<file path="config.mk">
export PLATFORM = sky130hd
export DESIGN_NAME = lcd_wr_arbiter
export DESIGN_NICKNAME = d
export VERILOG_FILES = /design/src/rtl/lcd_pkg.sv /design/src/rtl/lcd_wdt.sv /design/src/rtl/lcd_wr_arbiter.sv
export SDC_FILE = /design/constraint.sdc
export NUM_CORES = 1
export LEC_CHECK = 0
export BUFFER_PORTS_ARGS = -buffer_cell sky130_fd_sc_hd__clkbuf_2
export CAP_MARGIN = 15
export CELL_PAD_IN_SITES_DETAIL_PLACEMENT = 1
export CELL_PAD_IN_SITES_GLOBAL_PLACEMENT = 1
export CORE_UTILIZATION = 40
export CTS_CLUSTER_DIAMETER = 30
export DETAILED_ROUTE_END_ITERATION = 10
export GPL_TIMING_DRIVEN = 0
export PLACE_DENSITY = 0.76
export SETUP_SLACK_MARGIN = 0.15
export SLEW_MARGIN = 20
export SYNTH_ARGS = -nofsm -noshare
export SYNTH_HDL_FRONTEND = slang
export SYNTH_SLANG_ARGS = --single-unit
</file>
<file path="constraint.sdc">
create_clock -name sys_clk_50MHz -period 2.4 [get_ports sys_clk_50MHz]
set_input_delay 0.12 -clock sys_clk_50MHz [delete_from_list [all_inputs] [get_ports sys_clk_50MHz]]
set_output_delay 0.12 -clock sys_clk_50MHz [all_outputs]
set_load 0.02 [all_outputs]
</file>
<file path="src/rtl/lcd_pkg.sv">
// Shared types and constants for the LCD write arbiter: data word layout,
// one-hot arbiter states and watchdog sizing.
package lcd_pkg;

    localparam int unsigned DATA_W = 9;
    localparam int unsigned DC_BIT = 8;
    localparam int unsigned WDT_W  = 23;
    localparam int unsigned N_CLT  = 2;

    localparam logic [DATA_W-1:0] DATA_IDLE_DFLT = DATA_W'(0);
    localparam logic [WDT_W-1:0]  WDT_MAX_DFLT   = WDT_W'(5_000_000);

    typedef enum logic [4:0] {
        S_INIT = 5'b00001,
        S_IDLE = 5'b00010,
        S_GNT0 = 5'b00100,
        S_GNT1 = 5'b01000,
        S_GAP  = 5'b10000
    } state_t;

    // One word on the lcd_write bus: D/C flag on top, payload below.
    typedef struct packed {
        logic              dc;
        logic [DC_BIT-1:0] payload;
    } lcd_word_t;

    // Client that owns the writer in a given state; zero outside the grant states.
    function automatic logic [N_CLT-1:0] grant_of(input state_t s);
        logic [N_CLT-1:0] g;
        g = '0;
        case (s)
            S_GNT0:  g = N_CLT'(2'b01);
            S_GNT1:  g = N_CLT'(2'b10);
            default: g = '0;
        endcase
        return g;
    endfunction

endpackage

</file>
<file path="src/rtl/lcd_wdt.sv">
// Write watchdog: counts cycles of en_write without a completing wr_done and
// raises a sticky error once the budget is spent.
module lcd_wdt
    import lcd_pkg::*;
#(
    parameter logic [WDT_W-1:0] WDT_MAX = WDT_MAX_DFLT
) (
    input  logic clk,
    input  logic rst_n,
    input  logic en,
    input  logic kick,
    output logic expire_c,
    output logic err
);

    logic [WDT_W-1:0] cnt;

    // A wr_done arriving on the last allowed cycle still counts as progress.
    assign expire_c = en && !kick && (cnt == WDT_MAX - WDT_W'(1));

    always_ff @(posedge clk or negedge rst_n) begin
        if (!rst_n) begin
            cnt <= '0;
        end else if (!en || kick || expire_c) begin
            cnt <= '0;
        end else begin
            cnt <= cnt + WDT_W'(1);
        end
    end

    always_ff @(posedge clk or negedge rst_n) begin
        if (!rst_n) begin
            err <= 1'b0;
        end else if (expire_c) begin
            err <= 1'b1;
        end
    end

endmodule

</file>
<file path="src/rtl/lcd_wr_arbiter.sv">
// Shares the single lcd_write engine: lcd_init pass-through until init_done,
// then whole-burst round-robin grants between the text and picture clients.
module lcd_wr_arbiter
    import lcd_pkg::*;
#(
    parameter logic [WDT_W-1:0]  WDT_MAX   = WDT_MAX_DFLT,
    parameter logic [DATA_W-1:0] DATA_IDLE = DATA_IDLE_DFLT
) (
    input  logic        sys_clk_50MHz,
    input  logic        sys_rst_n,
    input  logic [8:0]  init_data,
    input  logic        init_en_write,
    input  logic        init_done,
    input  logic [1:0]  req,
    input  logic [8:0]  clt0_data,
    input  logic [8:0]  clt1_data,
    input  logic [1:0]  clt_last,
    input  logic        wr_done,
    output logic [8:0]  lcd_data,
    output logic        en_write,
    output logic [1:0]  grant,
    output logic [1:0]  clt_wr_done,
    output logic        init_wr_done,
    output logic        wdt_err
);

    state_t           state;
    state_t           state_nxt;
    logic             rr_ptr;
    logic             rr_ptr_nxt;
    logic             wdt_expire;
    lcd_word_t        data_nxt;
    logic             en_nxt;
    logic [N_CLT-1:0] grant_nxt;

    lcd_wdt #(
        .WDT_MAX (WDT_MAX)
    ) u_wdt (
        .clk      (sys_clk_50MHz),
        .rst_n    (sys_rst_n),
        .en       (en_write),
        .kick     (wr_done),
        .expire_c (wdt_expire),
        .err      (wdt_err)
    );

    // State register.
    always_ff @(posedge sys_clk_50MHz or negedge sys_rst_n) begin
        if (!sys_rst_n) begin
            state <= S_INIT;
        end else begin
            state <= state_nxt;
        end
    end

    // Next state and round-robin pointer; any exit from a grant hands priority to the other client.
    always_comb begin
        state_nxt  = state;
        rr_ptr_nxt = rr_ptr;
        case (state)
            S_INIT: begin
                if (init_done) begin
                    state_nxt = S_IDLE;
                end
            end
            S_IDLE: begin
                case (req)
                    2'b01:   state_nxt = S_GNT0;
                    2'b10:   state_nxt = S_GNT1;
                    2'b11:   state_nxt = rr_ptr ? S_GNT1 : S_GNT0;
                    default: state_nxt = S_IDLE;
                endcase
            end
            S_GNT0: begin
                if (wdt_expire || !req[0] || (wr_done && clt_last[0])) begin
                    state_nxt  = S_GAP;
                    rr_ptr_nxt = 1'b1;
                end
            end
            S_GNT1: begin
                if (wdt_expire || !req[1] || (wr_done && clt_last[1])) begin
                    state_nxt  = S_GAP;
                    rr_ptr_nxt = 1'b0;
                end
            end
            S_GAP: begin
                state_nxt = S_IDLE;
            end
            default: begin
                state_nxt = S_INIT;
            end
        endcase
    end

    // Output decode: registered values follow the next state, wr_done routing follows the current one.
    always_comb begin
        data_nxt     = lcd_word_t'(DATA_IDLE);
        en_nxt       = 1'b0;
        grant_nxt    = grant_of(state_nxt);
        clt_wr_done  = grant_of(state) & {N_CLT{wr_done}};
        init_wr_done = (state == S_INIT) && wr_done;
        case (state_nxt)
            S_INIT: begin
                data_nxt = lcd_word_t'(init_data);
                en_nxt   = init_en_write;
            end
            S_GNT0: begin
                data_nxt = lcd_word_t'(clt0_data);
                en_nxt   = 1'b1;
            end
            S_GNT1: begin
                data_nxt = lcd_word_t'(clt1_data);
                en_nxt   = 1'b1;
            end
            default: begin
                data_nxt = lcd_word_t'(DATA_IDLE);
                en_nxt   = 1'b0;
            end
        endcase
    end

    // Registered bus towards lcd_write; reset drops en_write at once.
    always_ff @(posedge sys_clk_50MHz or negedge sys_rst_n) begin
        if (!sys_rst_n) begin
            lcd_data <= DATA_IDLE;
            en_write <= 1'b0;
            grant    <= '0;
            rr_ptr   <= 1'b0;
        end else begin
            lcd_data <= DATA_W'(data_nxt);
            en_write <= en_nxt;
            grant    <= grant_nxt;
            rr_ptr   <= rr_ptr_nxt;
        end
    end

endmodule

</file>
== After elaboration in Yosys (flattened, before gate mapping) ==
Cells that the tools add are included.
Cells by class
  add/sub/neg operators: 1
  equal/unequal tests: 14
  muxes and demuxes: 14
  bitwise operators: 1
  reductions and logical operators: 18
Operators by type and width (number)
  $pmux 9 s3: 1
  $pmux 5 s5: 1
  $add 23x1->23 const B: 1
  $eq 23x23->1 const B: 1
  $mux 23: 1
  $mux 5: 3
  $pmux 4 s3: 1
  $eq 5x1->1 const B: 2
  $eq 5x3->1 const B: 2
  $eq 5x4->1 const B: 2
  $pmux 2 s2: 2
  $logic_or 1x1->1: 6
  $eq 5x2->1 const B: 1
  $eq 5x5->1 const B: 1
  $logic_and 1x1->1: 5
  $eq 2x2->1 const B: 2
  $logic_not 1->1: 4
  $mux 4: 1
  $ne 2x2->1 const B: 2
  $pmux 1 s2: 2
  $reduce_and 3->1: 1
  $and 2x2->2: 1
  $eq 2x1->1 const B: 1
  $mux 1: 2
  2 further kinds: 2
Storage, ports and cells
  bits in registers: 42
  output and inout port bits: 16

== Logic depth before layout (Yosys ltp) ==
  depth in word-level cells: 10
  depth in mapped cells: 7
  mapped depth without buffers: 6

== By module ==
From an unflattened synthesis, not the netlist that was laid out.
Unflattened totals
  cell total of the unflattened synthesis: 209
  area, all modules: 2190.9 sq um
Modules (own cells, without submodules)
  lcd_wdt: times used 1, cells an instance 124, area an instance 1217.4 sq um, sequential area each 600.6 sq um
  lcd_wr_arbiter: times used 1, cells an instance 85, area an instance 973.4 sq um, sequential area each 451.7 sq um

== Worst setup path before layout ==
Ideal clock, no wire load.
  path kind: reg2reg
  start point: register u_wdt.cnt[0]
  end point: register lcd_data[0]
  library setup time: 0.126 ns
  data arrival time: 1.999 ns
  data required time: 2.274 ns
  path slack: 0.275 ns
  cell stages (with the launch flop): 8
  path buffers: 1
  period minus slack after synthesis: 2.125 ns
  cell sequence: dfrtp_1 -> ha_1 -> nand3_2 -> or4_4 -> nor2_8 -> o22ai_2 -> buf_6 -> a221o_1
RTL lines
  start, declared: RTL line lcd_wdt.sv:16  | logic [WDT_W-1:0] cnt;
  start signal, assigned: RTL line lcd_wdt.sv:27  | cnt <= cnt + WDT_W'(1);
  end signal, assigned: RTL line lcd_wr_arbiter.sv:130  | lcd_data <= DATA_W'(data_nxt);
  end, declared: RTL line lcd_wr_arbiter.sv:19  | output logic [8:0] lcd_data,

==> out/results.txt <==
status = finished with violations
failing checks = hold timing
P_int = 1.277 mW
Synth area leaders = dfrtp_1, nor2_1, xor2_1
effective utilization at floorplan = 42.60%
grt ovf = 0
Tightest Hold Check Type = in2async
number of iterations in the first detailed-routing pass = 4
post-cts hold buffer count = 0
DRC errors left = 0
total CTS buffers = 5
clock-pin slew on the worst setup and hold paths = 80 ps
final setup vio count = 0
cells along the critical path = ha_2, nand3_4, or4_4, nor2_8, o22ai_2, buf_6, a221o_1
Final Cell Area = 2550 um2
Routed met2 length = 2414 um
vias per cell = 5.189
asr flop ratio synth = 100.0%
Startpoint Class = register
std cell rows = 25
CTS tree = built
FMAX = 0.4640 GHz
syn_area_per_cell = 10.63 um2
DR WL met3 = 281 um
met1 wire length = 2181 um
Slowest-stage cell, CP = or4_4
power per cell area = 748.5 nW/um2
count leader, synth = dfrtp_1
RePlAce Congestion = 0.7686
TNS Setup = 0 ps
Max transition margin = 38.14%
Critical Path RT = 2580 ps
H-Tree Depth = 2
GRT Util Overall = 20.68%
fin crit share = 89.80%
IO Count = 52
Hold Worst Slack = -49.98 ps
clock tree buffer depth = 2
DRT iter0 DRCs = 68
Synth top area share = 50.00%
worst-path maximum fanout = 10
fin worst setup slack = 244.7 ps
Fin. Hold Viols = 41
Die Y = 73.63 um
DP HPWL = 3677 um
largest net degree at the start of global routing = 43
worst reg-to-reg path cell count = 7
Port Buffers = 51
initial antenna violation count = 0
RSZ-0062 raised after global routing = true
Cells after Synth = 193
share of layout cells above drive strength 1 = 32.94%
Worst VDD drop = 374.0 uV
pre-CTS WS = 44.56 ps
arrival time at the worst endpoint = 2340 ps
vias in the first global route = 1765
skew final = 5.433 ps
WL per Instance = 15.33 um
clk sink count = 42
die width = 73.63 um
cell taking the most area after synthesis = dfrtp_1
Final Critical Period = 2155 ps
EDFF count, synth = 0
core area = 4817 um2
Seq cells post-synth = 42
Top FF cell, synth = dfrtp_1
top routing layer used = met4
CP bufs+invs = 1
family with the most delay on the worst path = simple AND/OR/NAND/NOR gates
Clk Latency, worst-skew pair = 300 ps
Switching Share = 33.11%
final net count = 291
crit end category = register
Sequential Power Share = 45.6%
Yosys warning total = 0
measured slew at the worst slew-check pin = 927.9 ps
fin. max-slew vios = 0
LEAKAGE = 1.187 nW
WS Path Type = reg2reg
global-route wire length before repair = 8369 um
post-route ant nets = 0
Layout area overhead = 24.27%
Comb power frac = 29.4%
synthesized cell area = 2052 um2
Placed Area = 2391 um2
register area share after synthesis = 51.28%
Post-Synthesis Net Count = 230
DIE AREA = 5421 um2
Max Cap Violations = 0
power after layout = 1.909 mW
Clock Root Buffer = clkbuf_8
critical path depth in cells = 7
Routed WL = 4936 um
Post-synth top cells = dfrtp_1, nor2_1, nand2_1
worst stage delay on the critical path = 540 ps
Clk pwr share = 25.1%
via count = 1671
NetSw = 0.6319 mW
post-synthesis cell type count = 41
antenna cell count = 0
cells in the final DEF (no fill, tap or decap), types with 3 or more instances in the layout:
cell	n
clkbuf_2	50
xor2_1	12
o21ai_0	3
nor2_1	29
xnor2_1	9
and2_1	11
nor3_1	6
nor3b_1	3
nand4_1	6
dfrtp_1	41
nand2_1	15
and4_1	3
clkbuf_8	6
buf_4	3
nand3_1	8
a221o_1	9
kinds of logic after synthesis:
kind of cell / synth area share (%)
AND/OR/NAND/NOR: 28.84
AO/OA/AOI/OAI: 8.354
flip-flops: 51.28
adder cells (fa/ha/maj): 0.6097
buffers and inverters: 1.951
XOR/XNOR: 8.964
per-layer routing:
metal	vias to the layer above	track usage (%)
li1	807	-
met1	810	25.50
met2	46	34.45
met3	8	6.722
met4	0	6.197
met5	-	0
state kept, by name, indices dropped and copies added (netlist names):
signal,cells
en_write,1
u_wdt.cnt,23
u_wdt.err,1
grant,2
state,5
lcd_data,9
rr_ptr,1
worst reg2reg max path, stage by stage (launching register included):
cell and delay, ps:
dfrtp_1 370, ha_2 220, nand3_4 110, or4_4 540, nor2_8 160, o22ai_2 130, buf_6 160, a221o_1 350
path summary, 6_finish.rpt:
kind	startpoint	endpoint	slack [ps]
worst max-delay path	u_wdt.cnt[0]	lcd_data[5]	240
worst min-delay path	sys_rst_n	u_wdt.cnt[3]	-50
worst max register to register	u_wdt.cnt[0]	lcd_data[5]	240
worst min register to register	u_wdt.err	u_wdt.err	480
max in group asynchronous	sys_rst_n	u_wdt.cnt[14]	1870
min in group sys_clk_50MHz	init_en_write	en_write	50
final cells by class:
cell class,count,area (um2)
inverter,1,3.754
multi-input combinational,145,998.5
clock buffer,6,82.58
clock inverter,2,12.51
sequential,42,1052
timing repair buffer,54,277.8
buffer,5,38.79
tap,67,83.83
fill,587,2267
timing repair:
action / CTS / global route
resized for setup: 3 / 5
endpoints found under the setup margin: 29 / 29
pin swaps: 1 / 1
buffers inserted: 2 / 1
gates cloned: 0 / 0
metrics by stage:
stage	cells	util, %
final	322	52.94
after global routing	322	52.94
after CTS	321	52.31
after detailed placement	311	49.64
after global placement	311	49.64
after floorplan	193	-
power groups by stage:
stage | combinational (mW) | clock [mW] | sequential [mW]
after floorplan | 0.251 | 0 | 0.968
after global placement | 0.523 | 0 | 0.883
after detailed placement | 0.534 | 0 | 0.890
after CTS | 0.554 | 0.498 | 0.870
after global routing | 0.616 | 0.530 | 0.880
final | 0.560 | 0.478 | 0.870
(Power assumes the default switching activity.)
